## config.mk

```make
export PLATFORM = sky130hd
export DESIGN_NAME = alu_arbiter
export DESIGN_NICKNAME = d
export VERILOG_FILES = /design/src/rtl/alu_pkg.sv /design/src/rtl/alu_arbiter_rr_pick.sv /design/src/rtl/alu_arbiter.sv
export SDC_FILE = /design/constraint.sdc
export NUM_CORES = 1
export LEC_CHECK = 0
export CAP_MARGIN = 0
export CORE_AREA = 2 2 174 176
export DETAILED_ROUTE_END_ITERATION = 10
export DIE_AREA = 0 0 176 178
export PLACE_DENSITY_LB_ADDON = 0.05
export SLEW_MARGIN = 10
export SYNTH_ARGS = -nofsm -noshare
export SYNTH_HDL_FRONTEND = slang
export SYNTH_SLANG_ARGS = --single-unit
```

## constraint.sdc

```tcl
create_clock -name clk -period 2.4 [get_ports clk]
set_input_delay 0.24 -clock clk [delete_from_list [all_inputs] [get_ports clk]]
set_output_delay 0.24 -clock clk [all_outputs]
set_load 0.03 [all_outputs]
```

## src/rtl/alu_pkg.sv

```systemverilog
// Shared definitions for the ALU arbiter: ALU op codes and arbiter FSM states.
package alu_pkg;

   localparam logic [1:0] OP_ADD = 2'b00;
   localparam logic [1:0] OP_SUB = 2'b01;
   localparam logic [1:0] OP_AND = 2'b10;
   localparam logic [1:0] OP_OR  = 2'b11;

   typedef enum logic [1:0] {
      IDLE = 2'd0,
      EXEC = 2'd1,
      RESP = 2'd2
   } state_t;

endpackage

```

## src/rtl/alu_arbiter_rr_pick.sv

```systemverilog
// Combinational round-robin picker: first set request at or above ptr, wrapping.
module rr_pick #(
   parameter int NREQ = 4,
   parameter int IDW  = 2
) (
   input  logic [NREQ-1:0] req,
   input  logic [IDW-1:0]  ptr,
   output logic [NREQ-1:0] grant,
   output logic [IDW-1:0]  idx,
   output logic            any_req
);

   always_comb begin
      logic        found;
      int unsigned j;
      grant = '0;
      idx   = '0;
      found = 1'b0;
      j     = 0;
      for (int unsigned k = 0; k < NREQ; k++) begin
         j = (32'(ptr) + k) % NREQ;
         if (!found && req[j]) begin
            found    = 1'b1;
            grant[j] = 1'b1;
            idx      = IDW'(j);
         end
      end
   end

   assign any_req = |req;

endmodule

```

## src/rtl/alu_arbiter.sv

```systemverilog
// Round-robin sharing of one combinational 32-bit ALU: grant, execute, respond.
module alu_arbiter
   import alu_pkg::*;
#(
   parameter int NREQ = 4,
   parameter int IDW  = 2
) (
   input  logic                 clk,
   input  logic                 rst_n,
   input  logic [NREQ-1:0]      req_valid,
   output logic [NREQ-1:0]      req_ready,
   input  logic [2*NREQ-1:0]    req_op,
   input  logic [32*NREQ-1:0]   req_a,
   input  logic [32*NREQ-1:0]   req_b,
   output logic [1:0]           alu_op,
   output logic [31:0]          alu_srca,
   output logic [31:0]          alu_srcb,
   input  logic [31:0]          alu_out,
   input  logic                 alu_flag,
   output logic                 rsp_valid,
   input  logic                 rsp_ready,
   output logic [IDW-1:0]       rsp_id,
   output logic [31:0]          rsp_data,
   output logic                 rsp_flag,
   output logic                 busy,
   output logic [31:0]          op_count
);

   state_t          state_q, state_d;
   logic [IDW-1:0]  rr_ptr_q, rr_ptr_d;
   logic [1:0]      op_q;
   logic [31:0]     a_q, b_q;
   logic [IDW-1:0]  id_q;
   logic [IDW-1:0]  rsp_id_q;
   logic [31:0]     rsp_data_q;
   logic            rsp_flag_q;
   logic [31:0]     op_count_q;

   logic [NREQ-1:0] grant;
   logic [IDW-1:0]  gidx;
   logic            any_req;
   logic            load;
   logic            done;

   rr_pick #(
      .NREQ (NREQ),
      .IDW  (IDW)
   ) u_pick (
      .req     (req_valid),
      .ptr     (rr_ptr_q),
      .grant   (grant),
      .idx     (gidx),
      .any_req (any_req)
   );

   always_comb begin
      state_d   = state_q;
      load      = 1'b0;
      done      = 1'b0;
      req_ready = '0;
      case (state_q)
         IDLE: begin
            if (any_req) begin
               req_ready = grant;
               load      = 1'b1;
               state_d   = EXEC;
            end
         end
         EXEC: state_d = RESP;
         RESP: begin
            if (rsp_ready) begin
               done    = 1'b1;
               state_d = IDLE;
            end
         end
         default: state_d = IDLE;
      endcase
   end

   // Pointer advances past the requester that just completed, not the one granted next.
   always_comb begin
      rr_ptr_d = IDW'((32'(rsp_id_q) + 32'd1) % NREQ);
   end

   always_ff @(posedge clk or negedge rst_n) begin
      if (!rst_n) begin
         state_q    <= IDLE;
         rr_ptr_q   <= '0;
         op_q       <= '0;
         a_q        <= '0;
         b_q        <= '0;
         id_q       <= '0;
         rsp_id_q   <= '0;
         rsp_data_q <= '0;
         rsp_flag_q <= 1'b0;
         op_count_q <= '0;
      end else begin
         state_q <= state_d;
         if (load) begin
            op_q <= req_op[2*gidx +: 2];
            a_q  <= req_a[32*gidx +: 32];
            b_q  <= req_b[32*gidx +: 32];
            id_q <= gidx;
         end
         if (state_q == EXEC) begin
            rsp_data_q <= alu_out;
            rsp_flag_q <= alu_flag;
            rsp_id_q   <= id_q;
         end
         if (done) begin
            op_count_q <= op_count_q + 32'd1;
            rr_ptr_q   <= rr_ptr_d;
         end
      end
   end

   assign alu_op    = op_q;
   assign alu_srca  = a_q;
   assign alu_srcb  = b_q;
   assign rsp_valid = (state_q == RESP);
   assign rsp_id    = rsp_id_q;
   assign rsp_data  = rsp_data_q;
   assign rsp_flag  = rsp_flag_q;
   assign busy      = (state_q != IDLE);
   assign op_count  = op_count_q;

endmodule

```

==> results.py, run 1 <==
metrics = {
    "outcome": {
        "status": "finished, violations left",
        "violations": "negative setup slack",
    },
    "pwr": {
        "finalPower_mw": 19.7,
        "vdd_drop_max_v": 0.000669,
        "p_per_area_nw_per_um2": 1310,
        "leakagePower_nw": 5.91,
    },
    "job": {
        "maxCapViolCount": 0,
    },
    "routing": {
        "vias": 7290,
        "detail_route.wirelength.met1_mm": 12.7,
        "dr.pass1.iters": 4,
        "met3_length_mm": 2.46,
        "drtIter0Drc": 258,
        "drc": 0,
        "routed_wl_mm": 31.9,
        "ant_nets": 0,
        "routed_via_density": 4.67,
        "wl_per_cell_um": 20.4,
        "wl_met2_mm": 16.3,
        "topRoutingLayerUsed": "met4",
    },
    "placement": {
        "gp_congestion": 0.794,
        "portBuffers": 442,
        "preCtsSetupSlack_ns": -0.0801,
        "dp_hpwl_mm": 23.9,
        "dp.cells": 1505,
        "placed_area_um2": 13200,
    },
    "clocking": {
        "cts_sinks": 139,
        "cts_buffers": 17,
        "cts.path.max_buffers": 2,
        "clkTransAtPathRegs_ns": 0.08,
        "htreeDepth": 4,
        "cts_root_buf": "clkbuf_16",
        "tritoncts": "done",
        "insertion_delay_ns": 0.43,
    },
    "global_route": {
        "antenna_found_initial": 0,
        "grt_max_degree": 60,
        "grt_usage_pct": 19.3,
        "grt-ovfl-total": 0,
        "grt_pass1_vias": 7665,
        "grt_pass1_wl_mm": 45.8,
    },
    "synth": {
        "syn_nets": 977,
        "ys.flop_type": "dfrtp_1",
        "ys_warn_count": 0,
        "async_flop_share_pct": 100,
        "synth_edf_count": 0,
        "synth.avg_cell_area_um2": 12.0,
        "synth_seq_cells": 139,
        "yosysSeqAreaShare_pct": 43.6,
        "synthesis.area_um2": 7980,
        "synth_cell_types": 43,
        "synth_cells": 664,
    },
    "floorplan": {
        "rows": 63,
        "ios": 443,
        "fp.dieW_um": 176,
        "core_area_um2": 29400,
        "initial_utilization_pct": 27.1,
        "die_y_um": 178,
        "dieArea_um2": 31300,
    },
    "cells_and_area": {
        "drive_above_1_share_pct": 27.5,
        "antennaDiodeCount": 0,
        "utilization_pct": 50.9,
        "fin_cells": 1561,
        "fin_nets": 1471,
        "area_growth_pct": 87.6,
        "design_area_um2": 15000,
        "nFillCells": 2623,
    },
    "timing": {
        "fin_crit_ns": 2.49,
        "final.setup.tns_ns": -2.24,
        "maxSlewViolCount": 0,
        "final_hold_viol_count": 0,
        "max_freq_mhz": 402,
        "finClkSkew_ns": 0.0159,
        "fin_crit_sh_pct": 104,
        "rsz0062_at_grt": "true",
        "setup_viol": 57,
        "layout_setup_ws_ns": -0.0853,
        "max_slew.worst_pin.slew_ns": 0.522,
        "relSlewSlack_pct": 65.2,
        "holdWs_ns": 0.336,
    },
    "worst_setup_path": {
        "cp_data_arrival_time_ns": 2.77,
        "worstSetupPathType": "reg -> reg",
        "cp-start-kind": "flip-flop",
        "worstSetupEndpointType": "flip-flop",
        "path_max_fanout": 8,
        "crit_required_ns": 2.68,
    },
    "worst_hold_path": {
        "min_path_type": "in -> async",
    },
}
Yosys cell counts, drive strengths merged (3+ instances only):
| cell type | instances | area [µm²] |
|---|---|---|
| dfrtp | 139 | 3480 |
| mux2i | 137 | 1370 |
| nor2 | 80 | 300 |
| a221oi | 65 | 976 |
| mux2 | 40 | 454 |
| buf | 37 | 307 |
| nand2 | 24 | 90.1 |
| xnor2 | 19 | 166 |
| clkbuf | 13 | 48.8 |
| xor2 | 13 | 114 |
| nand4 | 11 | 68.8 |
| o21ai | 11 | 55.1 |
| a21oi | 9 | 45.0 |
| ha | 9 | 113 |
| inv | 8 | 30.0 |
| nand3 | 8 | 40.0 |
| and3 | 6 | 37.5 |
| nor3 | 6 | 35.0 |
| and4 | 5 | 43.8 |
| nand2b | 4 | 25.0 |
| and2 | 3 | 18.8 |
what timing repair did:
item | 4_1_cts | 5_1_grt
pin swaps | 8 | 66
hold buffers | 1 | 0
gates resized for setup | 26 | 153
gates cloned | 2 | 5
endpoints found under the hold margin | 46 | 0
setup endpoints to repair | 8 | 66
setup buffers | 9 | 9
metal layers:
metal,GRT usage [%],vias to the layer above
met1,23.0,3535
met2,34.5,269
met3,5.75,25
li1,-,3461
met5,0,-
met4,4.30,0
kinds of logic (layout without fill, tap and decap cells):
| kind of cell | after synthesis | in the layout | synth area share, % |
|---|---|---|---|
| mux | 179 | 179 | 23.4 |
| buf+inv | 58 | 565 | 4.83 |
| fa+ha+maj | 9 | 9 | 1.41 |
| compound gates | 93 | 93 | 14.3 |
| flops | 139 | 139 | 43.6 |
| xor+xnor | 32 | 32 | 3.51 |
| simple gates | 154 | 154 | 8.89 |
worst max-delay path: stages (launching register included):
cell and delay (ns):
dfrtp_1 0.41, inv_4 0.07, ha_4 0.20, buf_4 0.13, buf_4 0.13, mux2_4 0.29
a21oi_2 0.14, o22a_4 0.18, buf_12 0.13, buf_12 0.16, buf_12 0.17, mux2i_1 0.23
a221oi_2 0.08
state kept, by name, summed over array words and instances (netlist names):
name / cells
state_q: 2
alu_srcb: 32
id_q: 2
rr_ptr_q: 2
rsp_id: 2
rsp_flag: 1
op_count: 32
alu_srca: 32
rsp_data: 32
alu_op: 2
path summary, 6_finish.rpt:
kind,from,slack (ns),end,cells past startpoint
min,rst_n,0.34,op_count[11],2
max in group asynchronous,rst_n,1.39,alu_srcb[10],3
max,rr_ptr_q[1],-0.09,alu_srca[9],12
min reg2reg,id_q[0],0.47,id_q[0],2
min in group clk,alu_out[11],0.42,rsp_data[11],2
max reg2reg,rr_ptr_q[1],-0.09,alu_srca[9],12
area by class of cell:
| cell class | count | area (µm²) | share of cell area, % |
|---|---|---|---|
| repair buffers | 525 | 5570 | 37.2 |
| multi-input cells | 467 | 4830 | 32.2 |
| flip-flops and latches | 139 | 3480 | 23.2 |
| well taps | 390 | 488 | 3.26 |
| clock buffers | 18 | 429 | 2.87 |
| clock inverters | 14 | 153 | 1.02 |
| inverters | 8 | 35.0 | 0.234 |
cells in the final DEF (no fill, tap or decap), drive strengths merged, types with 13 or more instances in the layout:
| cell type | instances |
|---|---|
| clkdlybuf4s50 | 437 |
| dfrtp | 139 |
| mux2i | 137 |
| buf | 82 |
| nor2 | 80 |
| a221oi | 65 |
| mux2 | 40 |
| nand2 | 24 |
| clkbuf | 23 |
| xnor2 | 19 |
| inv | 15 |
| xor2 | 13 |
where the power goes:
part	internal (mW)	switching, mW
Clock	1.47	1.22
Sequential	3.32	0.540
Combinational	6.65	6.44
Total	11.4	8.21
No activity file was read; power rests on OpenSTA's default activity.
==> inputs of run 2 (changes only) <==
--- a/config.mk
+++ b/config.mk
@@ -10,7 +10,8 @@
 export DETAILED_ROUTE_END_ITERATION = 10
 export DIE_AREA = 0 0 176 178
 export PLACE_DENSITY_LB_ADDON = 0.05
-export SLEW_MARGIN = 10
+export SLEW_MARGIN = 20
 export SYNTH_ARGS = -nofsm -noshare
 export SYNTH_HDL_FRONTEND = slang
 export SYNTH_SLANG_ARGS = --single-unit
+export TNS_END_PERCENT = 5
==> results.py, run 2 (synthesized netlist as in run 1, its figures left out) <==
metrics = {
    "timing": {
        "fin_crit_ns": 2.48,
        "maxSlewViolCount": 0,
        "final_hold_viol_count": 0,
        "rsz0062_at_grt": "true",
        "fin_crit_sh_pct": 103,
        "max_freq_mhz": 404,
        "final.setup.tns_ns": -0.298,
        "finClkSkew_ns": 0.0160,
        "max_slew.worst_pin.slew_ns": 0.517,
        "holdWs_ns": 0.335,
        "relSlewSlack_pct": 65.6,
        "layout_setup_ws_ns": -0.0777,
        "setup_viol": 5,
    },
    "floorplan": {
        "fp.dieW_um": 176,
        "initial_utilization_pct": 27.1,
        "rows": 63,
        "core_area_um2": 29400,
        "dieArea_um2": 31300,
        "ios": 443,
        "die_y_um": 178,
    },
    "worst_setup_path": {
        "path_max_fanout": 5,
        "critPathMaxStageDelay_ns": 0.39,
        "r2r_end": "alu_srcb[13]",
        "r2r_start": "rr_ptr_q[1]",
        "crit_top_cell": "buf_6",
        "endpoint": "req_ready[1]",
        "cpMaxStageDelayCell": "dfrtp_1",
        "cp-start-kind": "flip-flop",
        "r2r_slack_ns": 0,
        "startpoint": "rr_ptr_q[1]",
        "worstSetupEndpointType": "output pin",
        "cp_data_arrival_time_ns": 2.24,
        "r2r_cells": 10,
        "worstSetupPathType": "reg -> out",
        "crit_required_ns": 2.16,
        "critical_path.cell_chain": "inv_4, ha_4, buf_6, mux4_2, nand2b_4, o21ai_2, mux2i_1, a21oi_2, buf_6",
    },
    "placement": {
        "preCtsSetupSlack_ns": -0.0801,
        "portBuffers": 442,
        "dp.cells": 1505,
        "dp_hpwl_mm": 23.9,
        "placed_area_um2": 13200,
        "gp_congestion": 0.794,
    },
    "routing": {
        "wl_per_cell_um": 19.9,
        "drtIter0Drc": 288,
        "routed_wl_mm": 30.8,
        "drc": 0,
        "dr.pass1.iters": 4,
        "ant_nets": 0,
        "vias": 7141,
        "routed_via_density": 4.62,
    },
    "clocking": {
        "insertion_delay_ns": 0.42,
        "cts_buffers": 17,
        "cts.path.max_buffers": 2,
        "cts_sinks": 139,
        "cts_root_buf": "clkbuf_16",
        "tritoncts": "done",
        "clkTransAtPathRegs_ns": 0.08,
        "htreeDepth": 4,
    },
    "global_route": {
        "antenna_found_initial": 0,
        "grt_max_degree": 60,
        "grt-ovfl-total": 0,
        "grt_usage_pct": 19.1,
        "grt_pass1_wl_mm": 45.4,
        "grt_pass1_vias": 7616,
    },
    "pwr": {
        "finalPower_mw": 18.0,
        "p_comb_share_pct": 63.6,
        "pwr-share-clk_pct": 15.0,
        "p_per_area_nw_per_um2": 1280,
        "sw_frac_of_total_pct": 42.9,
        "p_int_mw": 10.3,
        "pwr-share-seq_pct": 21.4,
        "p_switching_mw": 7.72,
        "leakagePower_nw": 5.73,
        "vdd_drop_max_v": 0.000668,
    },
    "outcome": {
        "violations": "negative setup slack",
        "status": "finished, violations left",
    },
    "cells_and_area": {
        "area_growth_pct": 76.2,
        "utilization_pct": 47.8,
        "seq_area_um2": 3480,
        "fin_nets": 1456,
        "multi_input_area_um2": 4320,
        "design_area_um2": 14100,
        "final_cell_mix": "clkdlybuf4s50_1 (437), dfrtp_1 (139), mux2i_1 (116)",
        "drive_above_1_share_pct": 22.1,
        "nFillCells": 2738,
        "antennaDiodeCount": 0,
        "fin_cells": 1546,
        "final_common_cell": "clkdlybuf4s50_1",
    },
    "worst_hold_path": {
        "min_path_type": "in -> async",
    },
    "job": {
        "maxCapViolCount": 0,
    },
}
## run 2: cell types whose count changed in the layout (fill, tap and decap cells not counted), sizes merged
cell | before | now
clkbuf | 23 | 19
buf | 82 | 71
## run 2: routing by layer
metal	vias to the layer above	wire (µm)	part of all wire, %	track usage (%)
li1	3411	-	-	-
met1	3441	12400	40	22.7
met2	269	15500	50	34.1
met3	20	2430	7.9	5.73
met4	0	377	1.2	4.30
met5	-	0	0	0
## run 2: critical path: cells and delay by family (launching register included)
family	cells	cell delay, ns
flops	1	0.39
mux	2	0.39
buf+inv	3	0.31
fa+ha+maj	1	0.27
compound gates	2	0.27
simple gates	1	0.18
## run 2: what timing repair did
action	CTS	global route
setup endpoints to repair	8	63
pin swaps	7	7
gates resized for setup	25	29
hold buffers	1	0
gates cloned	0	1
setup buffers	4	4
endpoints found under the hold margin	46	0
## run 2: cell type report
type | count | share of cell area (%)
Timing Repair Buffer | 510 | 36.7
Multi-Input combinational cell | 467 | 30.7
Sequential cell | 139 | 24.7
Tap cell | 390 | 3.47
Clock buffer | 18 | 3.05
Clock inverter | 14 | 1.09
Inverter | 8 | 0.249
## run 2: worst min-delay path by stage
| stage | startpoint | endpoint | slack, ns | cells after the start |
|---|---|---|---|---|
| 3_3_place_gp | rst_n | op_count[14] | 0.24 | 1 |
| 4_1_cts | rst_n | op_count[11] | 0.34 | 2 |
| 6_report | rst_n | op_count[11] | 0.33 | 2 |
| 2_1_floorplan | rst_n | alu_op[0] | -0.06 | 0 |
| 3_5_place_dp | rst_n | op_count[11] | 0.24 | 1 |
| 5_1_grt | rst_n | op_count[14] | 0.36 | 2 |
## run 2: power by group through the flow
stage          registers, mW  clock network, mW  logic, mW
6_report                3.86               2.69       11.4
4_1_cts                 3.87               2.78       11.3
3_3_place_gp            3.88                  0       11.1
2_1_floorplan           5.60                  0       5.19
3_5_place_dp            3.90                  0       11.1
5_1_grt                 3.99               2.90       12.2
